===== src/rtl/sr_latch_driver.sv =====
// sr_latch_driver
//   Clocked initiator for a NOR-based RS latch. Accepts a one-bit command
//   through a valid/ready handshake. If the latch already holds the target,
//   it confirms at once. Otherwise it drives a fixed-width pulse on set or
//   reset, then watches the latch feedback until it matches or a timeout
//   expires. Every command ends with a one-cycle done or err pulse.
//
//   Build option SR_DRV_SYNC_EN:
//     defined   - q_fb/q_bar_fb pass through a 2-flop synchronizer (2-cycle lag)
//     undefined - q_fb/q_bar_fb pass through a single register stage (1-cycle lag)
//
//   Parameters
//     PULSE_W  : cycles set/reset is held high (1..255)
//     TIMEOUT  : maximum WAIT cycles before err (1..255)
//
//   Ports
//     clk        in   rising-edge clock
//     rst_n      in   asynchronous active-low reset
//     cmd_valid  in   command request
//     cmd_val    in   target latch state (1 = set, 0 = reset)
//     cmd_ready  out  driver idle; command accepted on cmd_valid & cmd_ready
//     set        out  registered drive to latch set input
//     reset      out  registered drive to latch reset input
//     q_fb       in   latch q (asynchronous)
//     q_bar_fb   in   latch q_bar (asynchronous)
//     done       out  one-cycle pulse, command confirmed
//     err        out  one-cycle pulse, command failed
//     err_code   out  valid with err: 01 stuck at wrong value, 10 q == q_bar
module sr_latch_driver #(
  parameter int PULSE_W = 4,
  parameter int TIMEOUT = 16
) (
  input  logic       clk,
  input  logic       rst_n,
  input  logic       cmd_valid,
  input  logic       cmd_val,
  output logic       cmd_ready,
  output logic       set,
  output logic       reset,
  input  logic       q_fb,
  input  logic       q_bar_fb,
  output logic       done,
  output logic       err,
  output logic [1:0] err_code
);

  localparam logic [7:0] PW_LD = 8'(PULSE_W);
  localparam logic [7:0] TO_LD = 8'(TIMEOUT);

  typedef enum logic [1:0] {IDLE, PULSE, WAIT, RESP} state_t;

  logic qs, qbs;

  // feedback input stage
`ifdef SR_DRV_SYNC_EN
  logic q_p0, qb_p0, q_p1, qb_p1;
  always_ff @(posedge clk or negedge rst_n) begin
    if (!rst_n) begin
      q_p0  <= 1'b0;
      qb_p0 <= 1'b0;
      q_p1  <= 1'b0;
      qb_p1 <= 1'b0;
    end else begin
      q_p0  <= q_fb;
      qb_p0 <= q_bar_fb;
      q_p1  <= q_p0;
      qb_p1 <= qb_p0;
    end
  end
  assign qs  = q_p1;
  assign qbs = qb_p1;
`else
  logic q_p0, qb_p0;
  always_ff @(posedge clk or negedge rst_n) begin
    if (!rst_n) begin
      q_p0  <= 1'b0;
      qb_p0 <= 1'b0;
    end else begin
      q_p0  <= q_fb;
      qb_p0 <= q_bar_fb;
    end
  end
  assign qs  = q_p0;
  assign qbs = qb_p0;
`endif

  state_t     state, nstate;
  logic [7:0] cnt, ncnt;
  logic       tgt, ntgt;
  logic       ndone, nerr;
  logic [1:0] ncode;
  logic       match, match_acc;

  assign match     = (qs == tgt) & (qbs == ~tgt);
  // at accept tgt is not yet loaded, so compare against the incoming value
  assign match_acc = (qs == cmd_val) & (qbs == ~cmd_val);

  always_comb begin
    nstate = state;
    ncnt   = cnt;
    ntgt   = tgt;
    ndone  = 1'b0;
    nerr   = 1'b0;
    ncode  = 2'b00;
    case (state)
      IDLE: begin
        if (cmd_valid) begin
          ntgt = cmd_val;
          if (match_acc) begin
            nstate = RESP;
            ndone  = 1'b1;
          end else begin
            nstate = PULSE;
            ncnt   = PW_LD;
          end
        end
      end
      PULSE: begin
        if (cnt == 8'd1) begin
          nstate = WAIT;
          ncnt   = TO_LD;
        end else begin
          ncnt = cnt - 8'd1;
        end
      end
      WAIT: begin
        if (match) begin
          nstate = RESP;
          ndone  = 1'b1;
          ncnt   = 8'd0;
        end else if (cnt == 8'd1) begin
          nstate = RESP;
          nerr   = 1'b1;
          ncode  = (qs == qbs) ? 2'b10 : 2'b01;
          ncnt   = 8'd0;
        end else begin
          ncnt = cnt - 8'd1;
        end
      end
      RESP: begin
        nstate = IDLE;
      end
      default: begin
        nstate = IDLE;
      end
    endcase
  end

  // state register; outputs registered from next-state so set/reset never glitch
  always_ff @(posedge clk or negedge rst_n) begin
    if (!rst_n) begin
      state     <= IDLE;
      cnt       <= 8'd0;
      tgt       <= 1'b0;
      cmd_ready <= 1'b1;
      set       <= 1'b0;
      reset     <= 1'b0;
      done      <= 1'b0;
      err       <= 1'b0;
      err_code  <= 2'b00;
    end else begin
      state     <= nstate;
      cnt       <= ncnt;
      tgt       <= ntgt;
      cmd_ready <= (nstate == IDLE);
      set       <= (nstate == PULSE) &  ntgt;
      reset     <= (nstate == PULSE) & ~ntgt;
      done      <= ndone;
      err       <= nerr;
      err_code  <= ncode;
    end
  end

endmodule

===== config.mk =====
export PLATFORM = sky130hd
export DESIGN_NAME = sr_latch_driver
export DESIGN_NICKNAME = d
export VERILOG_FILES = /design/src/rtl/sr_latch_driver.sv
export SDC_FILE = /design/constraint.sdc
export NUM_CORES = 1
export LEC_CHECK = 0
export CAP_MARGIN = 20
export CORE_AREA = 3 3 52 54
export CTS_CLUSTER_DIAMETER = 150
export DETAILED_ROUTE_END_ITERATION = 6
export DIE_AREA = 0 0 55 57
export PLACE_DENSITY = 0.69
export SLEW_MARGIN = 10
export SYNTH_ARGS = -nofsm -noshare
export SYNTH_HDL_FRONTEND = slang
export SYNTH_SLANG_ARGS = --single-unit
export TNS_END_PERCENT = 100

===== constraint.sdc =====
create_clock -name clk -period 1.7 [get_ports clk]
set_input_delay 0.34 -clock clk [delete_from_list [all_inputs] [get_ports clk]]
set_output_delay 0.34 -clock clk [all_outputs]
set_load 0.02 [all_outputs]

Word level (Yosys, flattened, before mapping)
Index checks and enable logic that the tools add are counted.

$add $sub $neg: 1. Eq/ne operators: 12. Mux-type cells: 25. Bitwise operators: 7. Reductions and logical operators: 4.

Operators by type and width (count): 8-bit 2-to-1 mux (5); 8-bit case mux with 3 select lines (1); 2-bit 2-to-1 mux (9); 8-bit by 1-bit == test with 1-bit output (second input constant) (1); 1-bit 2-to-1 mux (8); 2-bit case mux with 4 select lines (1); 8-bit by 1-bit subtractor with 8-bit output (second input constant) (1); 1-bit == test (5); 1-bit bitwise AND (4); 2-bit by 1-bit == test with 1-bit output (second input constant) (2); 2-bit == test (second input constant) (2); 2-bit logical NOT (2); 2-bit != test (second input constant) (2); 1-bit inverter (3); 3-bit AND reduction (1); 3-bit nonzero test (1); 1-bit case mux with 2 select lines (1).

Register bits: 20. Output and inout port bits: 7.

Longest topological paths before layout
Depth after elaboration: 8. Gate-level depth with buffers: 8.

Worst setup path after synthesis
OpenSTA, ideal clock, no wires.

Kind: flip-flop to flip-flop. Start: register state[0]. End: register cnt[7]. Setup time: 0.082 ns. Arrival: 1.677 ns. Required time: 1.618 ns. Slack: -0.060 ns. Cell stages (with the launch flop): 8. Path buffers: 0. Period minus slack after synthesis: 1.760 ns. Path through: dfrtp_1 -> inv_1 -> ha_1 -> inv_1 -> o31a_1 -> nor3b_4 -> nand2b_2 -> o22ai_1.

Longest elaborated chain between the ends: 3. Elaborated cells on any way between the ends: 8.

Ends and longest elaborated chain: start: declaration (line 87) `state_t state, nstate;`; start signal: assignment (line 162) `state <= nstate;`; 2-bit == test (tied with other cells) (line 105) `case (state)`; 3-bit nonzero test (no line) or 2-bit != test (tied branches); 3-bit AND reduction (no line); end signal: assignment (line 163) `cnt <= ncnt;`; end: declaration (line 88) `logic [7:0] cnt, ncnt;`.

Parallel ways exist; a longest one is shown, timed or not. A chain may end at the register's enable or synchronous reset.

Worst setup path after layout
Start: register state[0]. End: register cnt[6].

Same word-level chain as after synthesis.

==> out/metrics.cfg <==
[outcome]
status = complete, no violations

[sta]
rsz0062_at_grt = yes
finalSetupViolCount = 0
fmax_ghz = 0.589
min_period_ns = 1.70
finalHoldViolCount = 0
timing.setup.tns_ns = 0
fin_crit_sh_pct = 99.8
worst_pin_slew_ns = 0.364
slew_violations = 0
skew_ns = 0.00361
maxSlewHeadroom_pct = 75.5

[worst_hold_path]
hp-class = in -> async

[worst_setup_path]
r2r_cells = 8
slowest_stage = dfrtp_1
crit_chain = inv_2, ha_4, inv_2, o31a_1, nor3b_4, buf_6, a21oi_1, o22ai_2
r2r-start = state[0]
worst_ep_arrival_time_ns = 1.92
slowest_delay_ns = 0.40
cp_num_buf_inv = 3
critPathRequiredTime_ns = 1.92
critPathKind = reg -> reg
start_kind = register
regToRegSetupSlack_ns = 0.003
cp_top_family = compound AO/OA/AOI/OAI gates
cp-end-kind = register
path_common_cell = inv_2
cp_max_fo = 4
r2r_end = cnt[6]

[logic_synthesis]
synth_top_area_share_pct = 44.2
yosys-top-cells-area = dfrtp_1 44%, ha_1 5.8%, nand2_1 4.9%, inv_1 4.5%, o22ai_1 2.9%
ys_seq_area_share_pct = 46.7
ys.warnings.count = 0
synthMuxAreaShare_pct = 0.931
syn_area_um2 = 1070
synth_nets = 123
synth-compound-area-share_pct = 19.1
synth-seq-cells = 20
synth_top_flop_cell = dfrtp_1
yosysUniqueCellTypes = 40
yosysTopAreaCell = dfrtp_1
syn_inst = 112
yosys-top-cells-count = 19 x dfrtp_1, 14 x nand2_1, 13 x inv_1
synth-simple-area-share_pct = 21.4
synthArstFlopShare_pct = 100
synth_top_family_by_area = simple AND/OR/NAND/NOR gates
synth-edff-count = 0
synth-xor-area-share_pct = 0.815
yosysMostFrequentCell = dfrtp_1
synthAdderAreaFrac_pct = 5.82
synth.avg_cell_area_um2 = 9.60

[clocking]
clock_latency_ns = 0.29
cts_made_buffers = 3
cts_tree = built
cts.path.max_buffers = 2
h-tree-depth = 1
cts_num_sinks = 20
root_buffer = clkbuf_4
holdBufCountCts = 0
cts.clk_slew.worst_paths_ns = 0.11

[placed_design]
dp.cells = 170
dp_hpwl_um = 1740
place.gp.congestion = 0.778
io_buffer_count = 12

[drt]
drcViolationCount = 0
num_vias = 993
initialDrtViolationCount = 21
dr.pass1.iters = 4
wl_per_cell_um = 13.4
via_per_inst = 5.37
drt-total-wl_um = 2470
antenna_left = 0

[floorplanning]
pin_count = 13
chipHeight_um = 57
core_um2 = 2250
start_util_pct = 47.7
dieArea_um2 = 3140
num_rows = 17
die_x_um = 55

[global_route]
grt_start_max_net_pins = 21
antenna_found_initial = 0
grt.total_usage_pct = 17.0
grt_pass1_wl_um = 4100
overflow = 0
grt_pass1_vias = 992

[finish]
drive_gt1_share_pct = 35.7
fin_nets = 169
fin_cells = 185
antennaDiodeCount = 0
synthToLayoutAreaGrowth_pct = 46.9

[pwr]
power.leakage_uw = 0.000729
power_density_nw_per_um2 = 1910
ir_drop_uv = 1470
totalPowerFinal_uw = 3020

[job]
drv_cap = 0

## through the flow
stage | setup WS [ns] | instance area, um2 | util (%) | hold slack, ns
3_5_place_dp | -0.229 | 1380 | 61.0 | 0.543
6_report | 0.00259 | 1580 | 70.0 | 0.361
4_1_cts | -0.0265 | 1440 | 64.0 | 0.363
3_3_place_gp | -0.190 | 1380 | 61.0 | 0.540
2_1_floorplan | 0.0108 | 1080 | - | 0.0444
5_1_grt | -0.0630 | 1580 | 70.0 | 0.384
## sequential cells by signal, indices dropped and copies added (netlist names)
signal and cells:
cmd_ready 1, cnt 8, done 1, err 1
err_code 2, q_p0 1, qb_p0 1, reset 1
set 1, state 2, tgt 1
## worst max path at each step
stage | start | to | slack [ns] | depth (start not counted)
3_3_place_gp | cmd_val | cnt[4] | -0.19 | 7
2_1_floorplan | state[0] | cnt[7] | 0.01 | 7
5_1_grt | state[0] | cnt[3] | -0.06 | 8
4_1_cts | state[0] | cnt[6] | -0.03 | 8
3_5_place_dp | cmd_val | cnt[4] | -0.23 | 7
6_report | state[0] | cnt[6] | 0.003 | 8
## cell usage in the layout (no fill, tap or decap), drive strengths merged, types with 2 or more instances in the layout
cell type and n:
o22ai 5, nand2b 2, a21oi 5, a211oi 3
ha 5, clkbuf 4, dfrtp 19, nor3 3
o21ai 8, nor4 2, nor3b 3, nand2 15
nor2 6, and3 2, buf 31, clkdlybuf4s50 10
inv 13
## metal layers
| metal | track usage (%) | up-vias | routed length (um) |
|---|---|---|---|
| met1 | 22.4 | 478 | 1090 |
| met4 | 5.21 | 0 | 34 |
| li1 | - | 488 | - |
| met3 | 2.35 | 4 | 87 |
| met5 | 0 | - | 0 |
| met2 | 28.4 | 23 | 1260 |
## cell families (layout without fill, tap and decap cells)
| family | Yosys count | after routing |
|---|---|---|
| buf+inv | 15 | 60 |
| mux | 1 | 1 |
| fa+ha+maj | 5 | 5 |
| xor+xnor | 1 | 1 |
| flops | 20 | 20 |
| simple gates | 39 | 39 |
| compound gates | 31 | 31 |
## power breakdown
group	leakage (uW)	internal, uW	switching (uW)
logic	0.000449	1010	968
clock network	0.0000210	130	142
registers	0.000260	639	131
## cell type report
class / instances / area, um2
Multi-Input combinational cell: 77 / 598
Inverter: 13 / 48.8
Timing Repair Buffer: 43 / 358
Clock buffer: 4 / 36.3
Sequential cell: 20 / 503
Fill cell: 168 / 676
Tap cell: 28 / 35.0
## timing repair
action | CTS | global route
setup buffers | 3 | 8
pin swaps | 3 | 9
endpoints found under the hold margin | 0 | 0
cloned | 0 | 0
setup endpoints to repair | 7 | 10
resized for setup | 3 | 19
(Power assumes the default switching activity.)
